## config.mk

```make
export PLATFORM = sky130hd
export DESIGN_NAME = fetch_stage
export DESIGN_NICKNAME = d
export VERILOG_FILES = /design/src/rtl/fetch_stage.sv
export SDC_FILE = /design/constraint.sdc
export NUM_CORES = 1
export LEC_CHECK = 0
export ABC_AREA = 1
export BUFFER_PORTS_ARGS = -buffer_cell sky130_fd_sc_hd__buf_2
export CAP_MARGIN = 20
export CORE_ASPECT_RATIO = 0.9
export CORE_MARGIN = 2
export CORE_UTILIZATION = 44
export CTS_CLUSTER_SIZE = 25
export DETAILED_ROUTE_END_ITERATION = 6
export GPL_TIMING_DRIVEN = 0
export PLACE_DENSITY = 0.64
export SYNTH_ARGS = -nofsm -noshare
export SYNTH_HDL_FRONTEND = slang
export SYNTH_SLANG_ARGS = --single-unit
```

## constraint.sdc

```tcl
create_clock -name clk -period 3.2 [get_ports clk]
set_clock_uncertainty 0.05 [all_clocks]
set_input_delay 0.48 -clock clk [delete_from_list [all_inputs] [get_ports clk]]
set_output_delay 0.48 -clock clk [all_outputs]
set_load 0.01 [all_outputs]
```

## src/rtl/fetch_stage.sv

```systemverilog
// fetch_stage: PC + BTB branch prediction, decode-resolved redirect, HLT freeze and IF/ID register
module fetch_stage #(
    parameter int          BTB_IDX_W = 3,
    parameter logic [15:0] RESET_PC  = 16'h0000
) (
    input  logic        clk,
    input  logic        rst_n,
    input  logic        stall,
    input  logic        id_is_branch,
    input  logic        id_branch_taken,
    input  logic [15:0] id_branch_target,
    output logic [15:0] imem_addr,
    input  logic [15:0] imem_data,
    output logic [15:0] if_id_inst,
    output logic [15:0] if_id_pc,
    output logic [15:0] if_id_pc_next,
    output logic        if_id_valid,
    output logic        fetch_halted
);
    localparam int N     = 1 << BTB_IDX_W;
    localparam int TAG_W = 15 - BTB_IDX_W;

    logic [15:0] pc_q, pc_d, inst_q, inst_d, ifpc_q, ifpc_d, ifpcn_q, ifpcn_d, ptgt_q, ptgt_d;
    logic        valid_q, valid_d, halt_q, halt_d, ptkn_q, ptkn_d;
    logic [N-1:0]            btb_vld_q, btb_vld_d;
    logic [N-1:0][1:0]       btb_ctr_q, btb_ctr_d;
    logic [N-1:0][TAG_W-1:0] btb_tag_q, btb_tag_d;
    logic [N-1:0][15:0]      btb_tgt_q, btb_tgt_d;

    logic [BTB_IDX_W-1:0] f_idx, u_idx;
    logic [TAG_W-1:0]     f_tag, u_tag;
    logic [15:0]          pc_plus2, next_fetch, correct_pc;
    logic                 f_hit, pred_taken, u_hit, mispredict, is_hlt;

    assign f_idx      = pc_q[BTB_IDX_W:1];
    assign f_tag      = pc_q[15:BTB_IDX_W+1];
    assign u_idx      = ifpc_q[BTB_IDX_W:1];
    assign u_tag      = ifpc_q[15:BTB_IDX_W+1];
    assign f_hit      = btb_vld_q[f_idx] && (btb_tag_q[f_idx] == f_tag);
    assign u_hit      = btb_vld_q[u_idx] && (btb_tag_q[u_idx] == u_tag);
    assign pred_taken = f_hit && btb_ctr_q[f_idx][1];
    assign pc_plus2   = pc_q + 16'd2;
    assign next_fetch = pred_taken ? btb_tgt_q[f_idx] : pc_plus2;
    assign is_hlt     = imem_data[15:12] == 4'hF;
    assign correct_pc = (id_is_branch && id_branch_taken) ? id_branch_target : ifpcn_q;
    // A non-branch predicted taken is a BTB alias and must be undone like a mispredict.
    assign mispredict = valid_q && (id_is_branch
                        ? ((ptkn_q != id_branch_taken) || (id_branch_taken && (ptgt_q != id_branch_target)))
                        : ptkn_q);

    always_comb begin
        pc_d      = pc_q;
        inst_d    = inst_q;
        ifpc_d    = ifpc_q;
        ifpcn_d   = ifpcn_q;
        valid_d   = valid_q;
        halt_d    = halt_q;
        ptkn_d    = ptkn_q;
        ptgt_d    = ptgt_q;
        btb_vld_d = btb_vld_q;
        btb_ctr_d = btb_ctr_q;
        btb_tag_d = btb_tag_q;
        btb_tgt_d = btb_tgt_q;
        if (!stall) begin
            if (mispredict || halt_q) begin
                pc_d    = mispredict ? correct_pc : pc_q;
                halt_d  = mispredict ? 1'b0 : halt_q;
                inst_d  = '0;
                valid_d = 1'b0;
                ptkn_d  = 1'b0;
                ptgt_d  = '0;
            end else begin
                pc_d    = is_hlt ? pc_q : next_fetch;
                halt_d  = is_hlt;
                inst_d  = imem_data;
                ifpc_d  = pc_q;
                ifpcn_d = pc_plus2;
                valid_d = 1'b1;
                ptkn_d  = pred_taken;
                ptgt_d  = btb_tgt_q[f_idx];
            end
            if (valid_q && id_is_branch && u_hit) begin
                btb_ctr_d[u_idx] = id_branch_taken
                                   ? ((btb_ctr_q[u_idx] == 2'b11) ? 2'b11 : btb_ctr_q[u_idx] + 2'd1)
                                   : ((btb_ctr_q[u_idx] == 2'b00) ? 2'b00 : btb_ctr_q[u_idx] - 2'd1);
                btb_tgt_d[u_idx] = id_branch_taken ? id_branch_target : btb_tgt_q[u_idx];
            end else if (valid_q && id_is_branch && id_branch_taken) begin
                btb_vld_d[u_idx] = 1'b1;
                btb_tag_d[u_idx] = u_tag;
                btb_tgt_d[u_idx] = id_branch_target;
                btb_ctr_d[u_idx] = 2'b10;
            end else if (valid_q && !id_is_branch && u_hit && ptkn_q) begin
                btb_vld_d[u_idx] = 1'b0;
            end
        end
    end

    always_ff @(posedge clk) begin
        if (!rst_n) begin
            pc_q      <= RESET_PC;
            inst_q    <= '0;
            ifpc_q    <= '0;
            ifpcn_q   <= '0;
            valid_q   <= 1'b0;
            halt_q    <= 1'b0;
            ptkn_q    <= 1'b0;
            ptgt_q    <= '0;
            btb_vld_q <= '0;
            btb_ctr_q <= '0;
            btb_tag_q <= '0;
            btb_tgt_q <= '0;
        end else begin
            pc_q      <= pc_d;
            inst_q    <= inst_d;
            ifpc_q    <= ifpc_d;
            ifpcn_q   <= ifpcn_d;
            valid_q   <= valid_d;
            halt_q    <= halt_d;
            ptkn_q    <= ptkn_d;
            ptgt_q    <= ptgt_d;
            btb_vld_q <= btb_vld_d;
            btb_ctr_q <= btb_ctr_d;
            btb_tag_q <= btb_tag_d;
            btb_tgt_q <= btb_tgt_d;
        end
    end

    assign imem_addr     = pc_q;
    assign if_id_inst    = inst_q;
    assign if_id_pc      = ifpc_q;
    assign if_id_pc_next = ifpcn_q;
    assign if_id_valid   = valid_q;
    assign fetch_halted  = halt_q;
endmodule

```

==> flow_summary.html <==
<table>
<tr><th>Metric</th><th>Value</th></tr>
<tr><th colspan="2">Cells and area</th></tr>
<tr><td>Fraction of layout cells with a size suffix above 1</td><td>13.0%</td></tr>
<tr><td>Number of inserted diodes</td><td>0</td></tr>
<tr><td>Relative area change from synthesis to final layout</td><td>19.0%</td></tr>
<tr><td>Post-Layout Inst Area</td><td>~23000 sq um</td></tr>
<tr><td>Final #Nets</td><td>about 3400</td></tr>
<tr><td>Final non-filler cell total</td><td>3961</td></tr>
<tr><td>Fill cell total of the finished layout</td><td>approximately 4500</td></tr>
<tr><th colspan="2">Placement</th></tr>
<tr><td>Dpl cell area</td><td>roughly 20000 sq um</td></tr>
<tr><td>Global placement routability congestion</td><td>between 1 and 1.5</td></tr>
<tr><td>Placed cell count</td><td>3853</td></tr>
<tr><td>Number of buffer cells added on primary ports</td><td>100</td></tr>
<tr><td>Total half-perimeter wirelength after legalization and detailed placement</td><td>between 60000 and 70000 um</td></tr>
<tr><th colspan="2">Timing</th></tr>
<tr><td>Unrepaired setup endpoints after global routing</td><td>yes</td></tr>
<tr><td>Final Max Slew Viols</td><td>0</td></tr>
<tr><td>Final period utilization</td><td>103%</td></tr>
<tr><td>Final critical-path required period</td><td>between 3000 and 4000 ps</td></tr>
<tr><td>Total negative slack</td><td>-651 ps</td></tr>
<tr><td>Final setup fails</td><td>9</td></tr>
<tr><td>Worst hold-check slack</td><td>roughly 90 ps</td></tr>
<tr><td>Slew at the pin closest to its max-slew limit</td><td>between 1000 and 1500 ps</td></tr>
<tr><td>Final WS setup</td><td>-88.4 ps</td></tr>
<tr><td>Worst-case headroom to the max-slew limit</td><td>32.3%</td></tr>
<tr><td>FMAX</td><td>304 MHz</td></tr>
<tr><td>Final-report hold violation count</td><td>0</td></tr>
<tr><th colspan="2">Power and ir drop</th></tr>
<tr><td>Maximum ir drop on the vdd rail</td><td>approximately 0.36 mV</td></tr>
<tr><td>Static Leak</td><td>roughly 11 nW</td></tr>
<tr><td>Net switching power figure</td><td>between 3 and 4 mW</td></tr>
<tr><td>Internal power consumption</td><td>between 7 and 8 mW</td></tr>
<tr><td>Proportion of power drawn by the clock network</td><td>41.5%</td></tr>
<tr><td>Sw frac</td><td>approximately a third</td></tr>
<tr><td>Sequential group share of total power</td><td>approximately 38%</td></tr>
<tr><td>Fraction of power consumed by combinational cells</td><td>roughly 21%</td></tr>
<tr><td>Power density over the cells</td><td>497 nW/um^2</td></tr>
<tr><th colspan="2">Clock tree</th></tr>
<tr><td>Clock-pin slew on the worst setup and hold paths</td><td>roughly 60 ps</td></tr>
<tr><td>TritonCTS clock tree</td><td>done</td></tr>
<tr><td>Number of CTS-inserted buffers</td><td>40</td></tr>
<tr><td>Root buffer selected by CTS</td><td>sky130_fd_sc_hd__clkbuf_16</td></tr>
<tr><td>Hold-fix buffers at CTS</td><td>0</td></tr>
<tr><td>Clock insertion delay at the later pin of the skew report</td><td>590 ps</td></tr>
<tr><td>Max Buffers Root-to-Sink</td><td>3</td></tr>
<tr><td>Clk sinks</td><td>330</td></tr>
<tr><td>Maximum level of the CTS H-tree</td><td>2</td></tr>
<tr><th colspan="2">GRT</th></tr>
<tr><td>GR Util All Layers</td><td>between 30% and 40%</td></tr>
<tr><td>Vias in the first global route</td><td>20600</td></tr>
<tr><td>Grt ovf</td><td>0</td></tr>
<tr><td>Wire length of the first global-routing pass</td><td>131000 um</td></tr>
<tr><td>Antenna violations before repair</td><td>1</td></tr>
<tr><td>Largest net degree at the start of global routing</td><td>13</td></tr>
<tr><th colspan="2">Floorplan</th></tr>
<tr><td>Initial cell density of the core</td><td>44.6%</td></tr>
<tr><td>Top-Level Pins</td><td>between 100 and 150</td></tr>
<tr><td>Std cell rows</td><td>72</td></tr>
<tr><td>Die outline area</td><td>roughly 45000 sq um</td></tr>
<tr><td>Core Box Area</td><td>roughly 43000 sq um</td></tr>
<tr><td>Die outline width</td><td>224 um</td></tr>
<tr><td>Overall die height</td><td>around 200 um</td></tr>
<tr><th colspan="2">Synth</th></tr>
<tr><td>Syn nets</td><td>about 3200</td></tr>
<tr><td>Area of the mapped netlist</td><td>roughly 19000 sq um</td></tr>
<tr><td>Sequential fraction of the synthesis area</td><td>between 30% and 40%</td></tr>
<tr><td>Number of flip-flops and latches in the synthesized netlist</td><td>330</td></tr>
<tr><td>Number of warnings reported in the yosys synthesis log</td><td>0</td></tr>
<tr><td>Avg Inst Size Synth</td><td>approximately 6 sq um</td></tr>
<tr><td>Syn Inst Count</td><td>roughly 3200</td></tr>
<tr><td>Number of distinct library cells after synthesis</td><td>46</td></tr>
<tr><th colspan="2">Setup path</th></tr>
<tr><td>Type of the worst setup path</td><td>reg -&gt; reg</td></tr>
<tr><td>Arr. time, crit path</td><td>around 3700 ps</td></tr>
<tr><td>Worst Setup Start Kind</td><td>register</td></tr>
<tr><td>Required time reported for the critical path endpoint</td><td>approximately 3600 ps</td></tr>
<tr><td>Endpoint kind of the worst setup timing path</td><td>register</td></tr>
<tr><td>Peak fanout along the critical path</td><td>10</td></tr>
<tr><th colspan="2">Detailed routing</th></tr>
<tr><td>Routed wire length per instance</td><td>about 23 um</td></tr>
<tr><td>Routed vias/inst</td><td>about 5.7</td></tr>
<tr><td>Final antenna-violating net count</td><td>0</td></tr>
<tr><td>DRC viols</td><td>0</td></tr>
<tr><td>Drt first pass iters</td><td>6</td></tr>
<tr><td>Detailed Route WL</td><td>between 90000 and 100000 um</td></tr>
<tr><td>Starting DRT DRC Count</td><td>roughly 3000</td></tr>
<tr><td>DR vias</td><td>around 23000</td></tr>
<tr><th colspan="2">Flow run</th></tr>
<tr><td>Max-cap violation count</td><td>0</td></tr>
<tr><th colspan="2">Min path</th></tr>
<tr><td>Hold crit path type</td><td>in -&gt; reg</td></tr>
<tr><th colspan="2">Outcome</th></tr>
<tr><td>Run status</td><td>finished, violations left</td></tr>
<tr><td>Violated checks</td><td>negative setup slack</td></tr>
</table>
[final timing paths]
path	from	end	slack [ps]	depth (start not counted)
worst min register to register	if_id_inst[8]	if_id_inst[8]	410	2
worst max-delay path	if_id_pc[3]	btb_tgt_q[106]	-90	12
worst min-delay path	imem_data[4]	if_id_inst[4]	90	3
worst max register to register	if_id_pc[3]	btb_tgt_q[106]	-90	12
[worst max-delay path, stage by stage (launching register included)]
cell and delay [ps]:
sky130_fd_sc_hd__dfxtp_2 390, sky130_fd_sc_hd__buf_8 160, sky130_fd_sc_hd__inv_2 80, sky130_fd_sc_hd__nand3_2 240, sky130_fd_sc_hd__clkbuf_1 740, sky130_fd_sc_hd__o22ai_1 150
sky130_fd_sc_hd__a221oi_1 550, sky130_fd_sc_hd__o2111a_1 350, sky130_fd_sc_hd__nand2_1 120, sky130_fd_sc_hd__nand2_4 160, sky130_fd_sc_hd__nand2_1 70, sky130_fd_sc_hd__nand2_1 60
sky130_fd_sc_hd__nor2_1 50
[state kept, by name, indices dropped and copies added, names as in the netlist, named ones only]
register and cells:
btb_ctr_q 16, btb_tag_q 96, btb_tgt_q 128, fetch_halted 1, if_id_inst 16, if_id_pc 16
if_id_pc_next 15, if_id_valid 1, imem_addr 16, ptgt_q 16, ptkn_q 1
[cells in the mapped netlist, drive strengths merged]
cell type | instances | area share, %
o21bai | 8 | 0.33
a31oi | 15 | 0.49
dfxtp | 330 | 34
nand3b | 17 | 0.67
nor3 | 16 | 0.44
nor4 | 2 | 0.065
a21boi | 1 | 0.039
o22ai | 30 | 0.98
nand2 | 1014 | 20
buf | 87 | 2.9
a21oi | 152 | 4.0
inv | 411 | 8.0
nor2 | 495 | 9.8
o221ai | 2 | 0.091
o2bb2ai | 1 | 0.046
nand4 | 42 | 1.4
ha | 1 | 0.065
a2111oi | 5 | 0.23
a2111o | 1 | 0.059
a211oi | 1 | 0.039
clkinv | 6 | 0.12
o211ai | 25 | 0.98
xor2 | 21 | 0.96
nor3b | 5 | 0.20
a22oi | 2 | 0.078
a221oi | 21 | 0.96
xnor2 | 5 | 0.23
o2111a | 2 | 0.12
o2111ai | 4 | 0.18
nand3 | 125 | 3.6
o21ai | 237 | 6.2
clkbuf | 114 | 2.2
[stage by stage]
step | setup slack [ps] | utilization [%] | total power [mW]
after floorplan | 736 | - | 5.57
after global placement | -710 | 47.4 | 6.43
after detailed placement | -738 | 47.4 | 6.45
after CTS | 1.14 | 51.3 | 11.2
after global routing | -64.2 | 53.1 | 11.6
final | -88.4 | 53.1 | 11.3
[area by class of cell]
cell class	instances	area (sq um)	area share (%)
clock inverters	7	92.6	0.406
plain buffers	201	1200	5.27
multi-input cells	2250	10500	46.2
flip-flops and latches	330	6620	29.0
repair buffers	140	841	3.69
inverters	417	1620	7.11
clock buffers	61	1210	5.31
well taps	555	694	3.05
[cells by family after synthesis]
kind of cell	after synthesis	synth area share, %
and+or+nand+nor	1716	36.1
buffers and inverters	618	13.3
AOI/OAI and AO/OA	507	14.8
DFF	330	34.5
xor gates and xnor gates	26	1.19
adders and majority gates	1	0.0653
[power by group through the flow]
stage / clock network (mW) / logic [mW] / registers (mW)
floorplan: 0 / 1.18 / 4.39
global placement: 0 / 2.04 / 4.39
detailed placement: 0 / 2.05 / 4.40
CTS: 4.72 / 2.13 / 4.31
global route: 4.88 / 2.43 / 4.32
finish: 4.70 / 2.32 / 4.31
[per-layer routing]
metal	part of all wire, %	routed length (um)	global-route usage, %	up-vias
li1	-	-	-	10400
met1	40	36400	50.9	10600
met2	43	38700	60.0	1341
met3	11	9700	8.78	309
met4	6.7	6110	22.9	0
met5	0	0	0	-
[cell usage in the layout (no fill, tap or decap), types with 5 or more instances in the layout]
cell / count
sky130_fd_sc_hd__clkbuf_4: 9
sky130_fd_sc_hd__clkbuf_1: 89
sky130_fd_sc_hd__nand4_1: 42
sky130_fd_sc_hd__buf_12: 7
sky130_fd_sc_hd__nor3b_1: 5
sky130_fd_sc_hd__nand3_4: 5
sky130_fd_sc_hd__buf_2: 127
sky130_fd_sc_hd__nand3_2: 12
sky130_fd_sc_hd__inv_2: 8
sky130_fd_sc_hd__nor2_4: 9
sky130_fd_sc_hd__nand2_4: 19
sky130_fd_sc_hd__nand2_2: 21
sky130_fd_sc_hd__nor3_1: 14
sky130_fd_sc_hd__nor2_1: 483
sky130_fd_sc_hd__nand3_1: 108
sky130_fd_sc_hd__buf_6: 20
sky130_fd_sc_hd__o21ai_1: 13
sky130_fd_sc_hd__buf_4: 46
sky130_fd_sc_hd__buf_8: 6
sky130_fd_sc_hd__o21ai_0: 210
sky130_fd_sc_hd__clkbuf_16: 42
sky130_fd_sc_hd__clkbuf_2: 30
sky130_fd_sc_hd__inv_6: 5
sky130_fd_sc_hd__o21ai_2: 14
sky130_fd_sc_hd__o211ai_1: 25
sky130_fd_sc_hd__nand2_1: 974
sky130_fd_sc_hd__inv_1: 393
sky130_fd_sc_hd__clkbuf_8: 11
sky130_fd_sc_hd__o22ai_1: 30
sky130_fd_sc_hd__a221oi_2: 12
sky130_fd_sc_hd__nand3b_1: 17
sky130_fd_sc_hd__xor2_1: 21
sky130_fd_sc_hd__xnor2_1: 5
sky130_fd_sc_hd__a221oi_1: 9
sky130_fd_sc_hd__buf_1: 14
sky130_fd_sc_hd__dfxtp_1: 327
sky130_fd_sc_hd__a21oi_1: 151
sky130_fd_sc_hd__a31oi_2: 12
[repair_timing]
item                                    4_1_cts  5_1_grt
resized for setup                           114      154
pin swaps                                     5       12
cloned                                        0        2
setup buffers                                 7       31
endpoints found under the setup margin      263      269
Note: power is estimated with default switching activity, not from simulation.
